--- src/rtl/serial_sub_pkg.sv ---
// Shared types and constants for the bit-serial subtractor.
// State encoding and the default operand width live here.
package serial_sub_pkg;

  localparam int DEF_WIDTH = 8;

  typedef enum logic [1:0] {
    ST_IDLE  = 2'd0,
    ST_SHIFT = 2'd1,
    ST_DONE  = 2'd2
  } state_t;

endpackage

--- src/rtl/fs_cell.sv ---
// Combinational one-bit full subtractor: d = a - b - bin.
// bo is the borrow out of this bit position.
module fs_cell (
  input  logic a,
  input  logic b,
  input  logic bin,
  output logic d,
  output logic bo
);

  assign d  = a ^ b ^ bin;
  assign bo = (~a & b) | (~(a ^ b) & bin);

endmodule

--- src/rtl/serial_subtractor.sv ---
// Bit-serial a - b, LSB first, one full-subtractor cell.
// start/done handshake; result held until the next done.
module serial_subtractor
  import serial_sub_pkg::*;
#(
  parameter int WIDTH = DEF_WIDTH
) (
  input  logic             clk,
  input  logic             rst_n,
  input  logic             start,
  input  logic [WIDTH-1:0] a,
  input  logic [WIDTH-1:0] b,
  output logic             busy,
  output logic             done,
  output logic [WIDTH-1:0] diff,
  output logic             bout
);

  localparam int CW = $clog2(WIDTH);
  localparam logic [CW-1:0] LAST = CW'(WIDTH - 1);

  state_t           state;
  state_t           nxt;
  logic [WIDTH-1:0] sa;
  logic [WIDTH-1:0] sb;
  logic [WIDTH-1:0] res;
  logic [WIDTH-1:0] res_nxt;
  logic             borrow;
  logic [CW-1:0]    count;
  logic             d;
  logic             bo;

  fs_cell u_cell (
    .a   (sa[0]),
    .b   (sb[0]),
    .bin (borrow),
    .d   (d),
    .bo  (bo)
  );

  assign res_nxt = {d, res[WIDTH-1:1]};

  always_ff @(posedge clk or negedge rst_n) begin
    if (!rst_n) state <= ST_IDLE;
    else        state <= nxt;
  end

  always_comb begin
    nxt = state;
    unique case (state)
      ST_IDLE:  if (start) nxt = ST_SHIFT;
      ST_SHIFT: if (count == LAST) nxt = ST_DONE;
      ST_DONE:  nxt = ST_IDLE;
      default:  nxt = ST_IDLE;
    endcase
  end

  always_comb begin
    busy = 1'b0;
    done = 1'b0;
    unique case (1'b1)
      (state == ST_SHIFT): busy = 1'b1;
      (state == ST_DONE): begin
        busy = 1'b1;
        done = 1'b1;
      end
      default: ;
    endcase
  end

  // The last bit is folded straight into diff so it is valid in DONE.
  always_ff @(posedge clk or negedge rst_n) begin
    if (!rst_n) begin
      sa     <= '0;
      sb     <= '0;
      res    <= '0;
      borrow <= 1'b0;
      count  <= '0;
      diff   <= '0;
      bout   <= 1'b0;
    end else begin
      unique case (state)
        ST_IDLE: begin
          if (start) begin
            sa     <= a;
            sb     <= b;
            res    <= '0;
            borrow <= 1'b0;
            count  <= '0;
          end
        end
        ST_SHIFT: begin
          sa     <= sa >> 1;
          sb     <= sb >> 1;
          res    <= res_nxt;
          borrow <= bo;
          count  <= count + 1'b1;
          if (count == LAST) begin
            diff <= res_nxt;
            bout <= bo;
          end
        end
        default: ;
      endcase
    end
  end

endmodule

--- config.mk ---
export PLATFORM = sky130hd
export DESIGN_NAME = serial_subtractor
export DESIGN_NICKNAME = d
export VERILOG_FILES = /design/src/rtl/serial_sub_pkg.sv /design/src/rtl/fs_cell.sv /design/src/rtl/serial_subtractor.sv
export SDC_FILE = /design/constraint.sdc
export NUM_CORES = 1
export LEC_CHECK = 0
export ABC_AREA = 1
export CORE_UTILIZATION = 55
export DETAILED_ROUTE_END_ITERATION = 8
export GPL_TIMING_DRIVEN = 0
export MAX_ROUTING_LAYER = met4
export PLACE_DENSITY_LB_ADDON = 0.3
export SLEW_MARGIN = 20
export SYNTH_ARGS = -nofsm -noshare
export SYNTH_HDL_FRONTEND = slang
export SYNTH_HIERARCHICAL = 1
export SYNTH_SLANG_ARGS = --single-unit
--- constraint.sdc ---
create_clock -name clk -period 3.4 [get_ports clk]
set_input_delay 0.51 -clock clk [delete_from_list [all_inputs] [get_ports clk]]
set_output_delay 0.51 -clock clk [all_outputs]
set_load 0.01 [all_outputs]
==> results of run 1 <==
[placed cells by master, fill, tap and decap left out]
master and instances:
clkdlybuf4s50_1 28, buf_12 1, dfrtp_1 38, ha_1 5, clkbuf_4 5, inv_2 3
nand4_1 2, nand2_1 119, nand3_1 38, fa_1 1, clkbuf_1 1, nor2_1 1
nand2_4 3, nand2_2 1, buf_6 1, clkinv_2 2, inv_1 7, buf_4 4
buf_2 5
[cell families (layout without fill, tap and decap cells)]
kind of cell / after synthesis / count (layout) / share of synthesized area, %
flops: 38 / 38 / 52.0
simple gates: 164 / 164 / 37.9
fa+ha+maj: 6 / 6 / 4.51
buf+inv: 20 / 57 / 5.61
[final timing paths]
check                           startpoint       to  slack (ps)  cells after the start
worst max register to register    state[1]   res[2]        1900                      6
worst min register to register     diff[1]  diff[1]         490                      2
max in group asynchronous            rst_n    sa[5]        2900                      2
worst min-delay path                 rst_n  diff[5]          50                      1
min in group clk                   diff[1]  diff[1]         490                      2
worst max-delay path              state[1]     busy        1270                      3
[flip-flops by register name, summed over array words and instances, names as in the netlist]
register  flops
borrow        1
bout          1
count         3
diff          8
res           7
sa            8
sb            8
state         2
[cell type report]
cell class,count,area [µm²],area share [%]
multi-input combinational,170,776,34.7
clock inverter,2,10.0,0.447
buffer,10,65.1,2.91
tap,44,55.1,2.46
sequential,38,951,42.5
timing repair buffer,30,305,13.6
inverter,10,37.5,1.68
clock buffer,5,37.5,1.68
[per-layer routing]
metal	global-route usage, %	vias to the layer above	part of all wire, %
met4	8.97	0	1.5
met5	-	-	0
li1	-	790	-
met2	44.1	27	50
met3	3.90	7	2.6
met1	28.5	719	46
[power by group]
part           total [mW]  switching (mW)  leakage (nW)  internal, mW
logic               0.683           0.414         0.715         0.269
registers           0.699          0.0930         0.502         0.605
clock network       0.218           0.144        0.0308        0.0745
total                1.60           0.651          1.25         0.949
[metrics by stage]
| step | util (%) | cells | worst slack, ps | power [mW] | instance area [µm²] |
|---|---|---|---|---|---|
| 5_1_grt | 72.1 | 309 | 1190 | 1.75 | 2240 |
| 3_3_place_gp | 70.1 | 301 | 960 | 1.36 | 2170 |
| 3_5_place_dp | 70.6 | 302 | 1610 | 1.39 | 2190 |
| 2_1_floorplan | - | 228 | 2100 | 1.19 | 1830 |
| 4_1_cts | 72.1 | 309 | 1270 | 1.61 | 2240 |
| 6_report | 72.1 | 309 | 1270 | 1.60 | 2240 |
==> qor.txt, run 1 <==
Status -> complete, no violations
CTS buffer count -> 5
Vias in the first global route -> 1513
Unique masters post-synth -> 15
CTS sink cnt -> 38
PostCTS Resize Cnt -> 0
Row cnt -> 20
Diodes inserted -> 0
Crit share post-route -> 62.6%
DRT Pass-1 Iters -> 4
Top cell type's share of synthesized area -> 52.0%
Fmax -> 0.470 GHz
Final hold violation count -> 0
Crit path kind -> reg2out
CP max stage cell -> clkdlybuf4s50_1
Tmin final -> 2130 ps
Die W -> 59.7 µm
Final nets -> 290
Clock Root Buffer -> clkbuf_4
Fin. max-slew vios -> 0
Crit. End Element -> output port
Number of synthesized flops with an enable pin -> 0
Synthesis warning total -> 6
CP top delay family -> buffers and inverters
Crit path largest cell delay -> 520 ps
CORE AREA -> 3100 µm²
Startpoint types -> flop
Post-route ant nets -> 0
Main synth FF type -> dfrtp_1
Syn Nets -> 253
Worst min path class -> in2async
First-pass GRT wire length -> 6350 µm
Initial antenna violation count -> 0
Top Ports -> 30
Setup TNS -> 0 ps
Die H -> 59.7 µm
Syn_area_per_cell -> 8.02 µm²
Routability congestion estimate -> 0.789
Yosys reg bits -> 38
Max-cap check violation count -> 0
Critical Path Fanout Max -> 3
Worst Path Buf+Inv -> 2
Post-synthesis sequential area ratio -> 52.0%
Hold-fix buffers at CTS -> 0
CTS H-tree lvls -> 2
Mapped cell area -> 1830 µm²
Worst-path clk slew -> 110 ps
Setup bufs post-CTS -> 0
Worst-Margin Slew -> 399 ps
RSZ-0062 raised after global routing -> false
Iter 0 DRT Violations -> 60
DP HPWL -> 2560 µm
Cells after synthesis -> 228
Vias/cell -> 4.99
FILL cells -> 262
Slew HR -> 73.4%
PortBufs -> 29
Pleak -> 1.25 nW
Commonest cells in the netlist -> nand2_1 (119), dfrtp_1 (38), nand3_1 (38), inv_1 (7), ha_1 (5)
WP data arrival -> 1620 ps
Layout area overhead -> 22.3%
Final hold slack -> 53.2 ps
DRC errors left -> 0
Ranking of synthesized cells by area -> dfrtp_1 (52%), nand2_1 (24%), nand3_1 (10%)
Largest net degree at the start of global routing -> 26
Proportion of layout cells with a drive suffix above 1 -> 9.43%
Final Setup Violations -> 0
Largest area contributor in the netlist -> dfrtp_1
Overall Global Routing Usage -> 25.0%
Clock Path Buffers -> 2
TritonCTS clock tree -> done
GRT Residual Overflow -> 0
Drt wl/cell -> 11.6 µm
Worst path required time -> 2890 ps
Count leader, synth -> nand2_1
Worst VDD drop -> 0.000443 V
Final wirelength -> 3590 µm
Vias -> 1543
DIE AREA -> 3560 µm²
Clk_skew -> 7.62 ps
Initial Utilization -> 59.0%
Cell Pwr Density -> 715 nW/µm²
Ys async rst share -> 100%
Worst-path cell chain -> inv_1, ha_1, clkdlybuf4s50_1
Worst-skew pair later-pin latency -> 340 ps
Note: power is estimated with default switching activity, not from simulation.
==> inputs of run 2 (changes only) <==
- CORE_UTILIZATION: 55 -> 47
- clock period: 3.4 -> 1.7 ns (I/O delays scaled with it)
==> run 2 against run 1 <==
Compared with the run above:
- global-route usage down 3.8 points
- clock skew hardly changed
- non-clock buffer count grew 3
- sequential cell count unchanged
- largest power group unchanged
- critical endpoint unchanged
- first-iteration DRC count fell by 18%
- sequential power grew 100%
- register-to-register slack got worse by 1700 ps
==> qor.txt, run 2 (synthesis gave the netlist of run 1 again) <==
Final WS setup -> 158 ps
First-pass GRT wire length -> 6570 µm
Status -> complete, no violations
DRT Pass-1 Iters -> 4
Worst path required time -> 1440 ps
Post-Layout Cell Count -> 317
Final Setup Violations -> 0
Worst-skew pair later-pin latency -> 290 ps
Most common cell after layout, fill and taps aside -> nand2_1
TritonCTS clock tree -> done
Die W -> 64.4 µm
Vias -> 1535
Final hold violation count -> 0
Routability congestion estimate -> 0.764
Reg2reg setup slack -> 170 ps
Post-route ant nets -> 0
Worst VDD drop -> 0.000860 V
Final nets -> 293
Proportion of layout cells with a drive suffix above 1 -> 9.67%
Layout area overhead -> 27.4%
Initial antenna violation count -> 0
Fin. max-slew vios -> 0
Iter 0 DRT Violations -> 49
Slew HR -> 71.3%
Worst-path clk slew -> 70 ps
Clock Path Buffers -> 2
DIE AREA -> 4150 µm²
CP max stage cell -> dfrtp_1
DP HPWL -> 2440 µm
Top Ports -> 30
Largest net degree at the start of global routing -> 24
Die H -> 64.4 µm
Clk_skew -> 7.57 ps
GRT Residual Overflow -> 0
Commonest non-fill, non-tap cells in the layout -> nand2_1 (119), nand3_1 (38), dfrtp_1 (38)
Worst min path class -> in2async
Row cnt -> 22
Regs by FF count -> diff x8, sa x8, sb x8
PortBufs -> 29
Diodes inserted -> 0
Overall Global Routing Usage -> 21.1%
Crit. End Element -> output port
Multi-input logic area -> 776 µm²
Crit path kind -> reg2out
CTS H-tree lvls -> 2
Place WS -> 164 ps
FILL cells -> 344
Crit path largest cell delay -> 370 ps
Placed cells -> 306
Worst-Margin Slew -> 430 ps
Fmax -> 0.648 GHz
CTS buffer count -> 5
Final wirelength -> 3500 µm
Vias in the first global route -> 1519
Pleak -> 1.29 nW
Tmin final -> 1540 ps
Initial Utilization -> 49.6%
RSZ-0062 raised after global routing -> false
Vias/cell -> 4.84
CTS sink cnt -> 38
CORE AREA -> 3690 µm²
Startpoint types -> flop
DRC errors left -> 0
Worst-path cell chain -> inv_1, ha_1, dlygate4sd2_1
Max-cap check violation count -> 0
Clock Root Buffer -> clkbuf_8
CP top delay family -> flip-flops
Reg area -> 951 µm²
Crit share post-route -> 90.7%
Critical Path Fanout Max -> 2
Cell Pwr Density -> 1510 nW/µm²
Worst Path Buf+Inv -> 2
WP data arrival -> 1290 ps
Drt wl/cell -> 11.0 µm
## run 2: cell types whose count changed in the layout (fill, tap and decap cells not counted), moves of 2 or more
cell	before	now
clkbuf_4	5	0
clkbuf_1	1	3
clkinv_2	2	0
clkbuf_8	0	5
clkdlybuf4s50_1	28	26
buf_4	4	6
dlygate4sd2_1	0	2
## run 2: worst paths after layout
path / from / end / depth (start not counted)
hold reg to reg: bout / bout / 2
max in group asynchronous: rst_n / sb[6] / 3
setup / recovery: state[0] / busy / 3
hold / removal: rst_n / diff[5] / 2
setup reg to reg: state[0] / sa[2] / 9
min in group clk: bout / bout / 2
## run 2: worst reg2reg max path, cell delays in order, from the launching register on
cell,delay [ps]
dfrtp_1,400
buf_4,140
ha_1,190
buf_4,180
inv_2,130
buf_4,200
nand2_1,70
nand2_1,50
nand2_1,50
nand2_1,60
## run 2: per-stage QoR
step	util, %	hold WS [ps]	cell area [µm²]	setup TNS, ps	total power, mW
2_1_floorplan	-	-40.6	1830	0	2.39
3_3_place_gp	59.1	460	2180	-21140	2.73
3_5_place_dp	59.7	201	2200	0	2.78
4_1_cts	63.2	415	2330	0	3.54
5_1_grt	63.2	447	2330	0	3.82
6_report	63.2	402	2330	0	3.51
## run 2: power breakdown
| part | leakage (nW) | switching [mW] | internal, mW |
|---|---|---|---|
| clock | 0.0524 | 0.309 | 0.439 |
| combinational | 0.740 | 0.818 | 0.547 |
| sequential | 0.502 | 0.186 | 1.21 |
| total | 1.29 | 1.31 | 2.20 |
## run 2: area by class of cell
cell class | instances | area share [%]
clock buffer | 7 | 3.27
tap | 48 | 2.58
sequential | 38 | 40.8
inverter | 10 | 1.61
buffer | 10 | 2.79
multi-input combinational | 170 | 33.3
clock inverter | 1 | 1.29
timing repair buffer | 33 | 14.4
## run 2: layer usage
| metal | global-route usage (%) | routed length [µm] | part of all wire [%] |
|---|---|---|---|
| met4 | 8.33 | 63 | 1.8 |
| met1 | 26.4 | 1670 | 48 |
| met5 | - | 0 | 0 |
| met2 | 34.1 | 1660 | 47 |
| met3 | 3.75 | 112 | 3.2 |
## run 2: repair_timing
action                     4_1_cts  5_1_grt
setup endpoints to repair        2        0
hold buffers                     1        0
resized for setup                2        0
hold endpoints to repair        15        0
setup buffers                    2        0
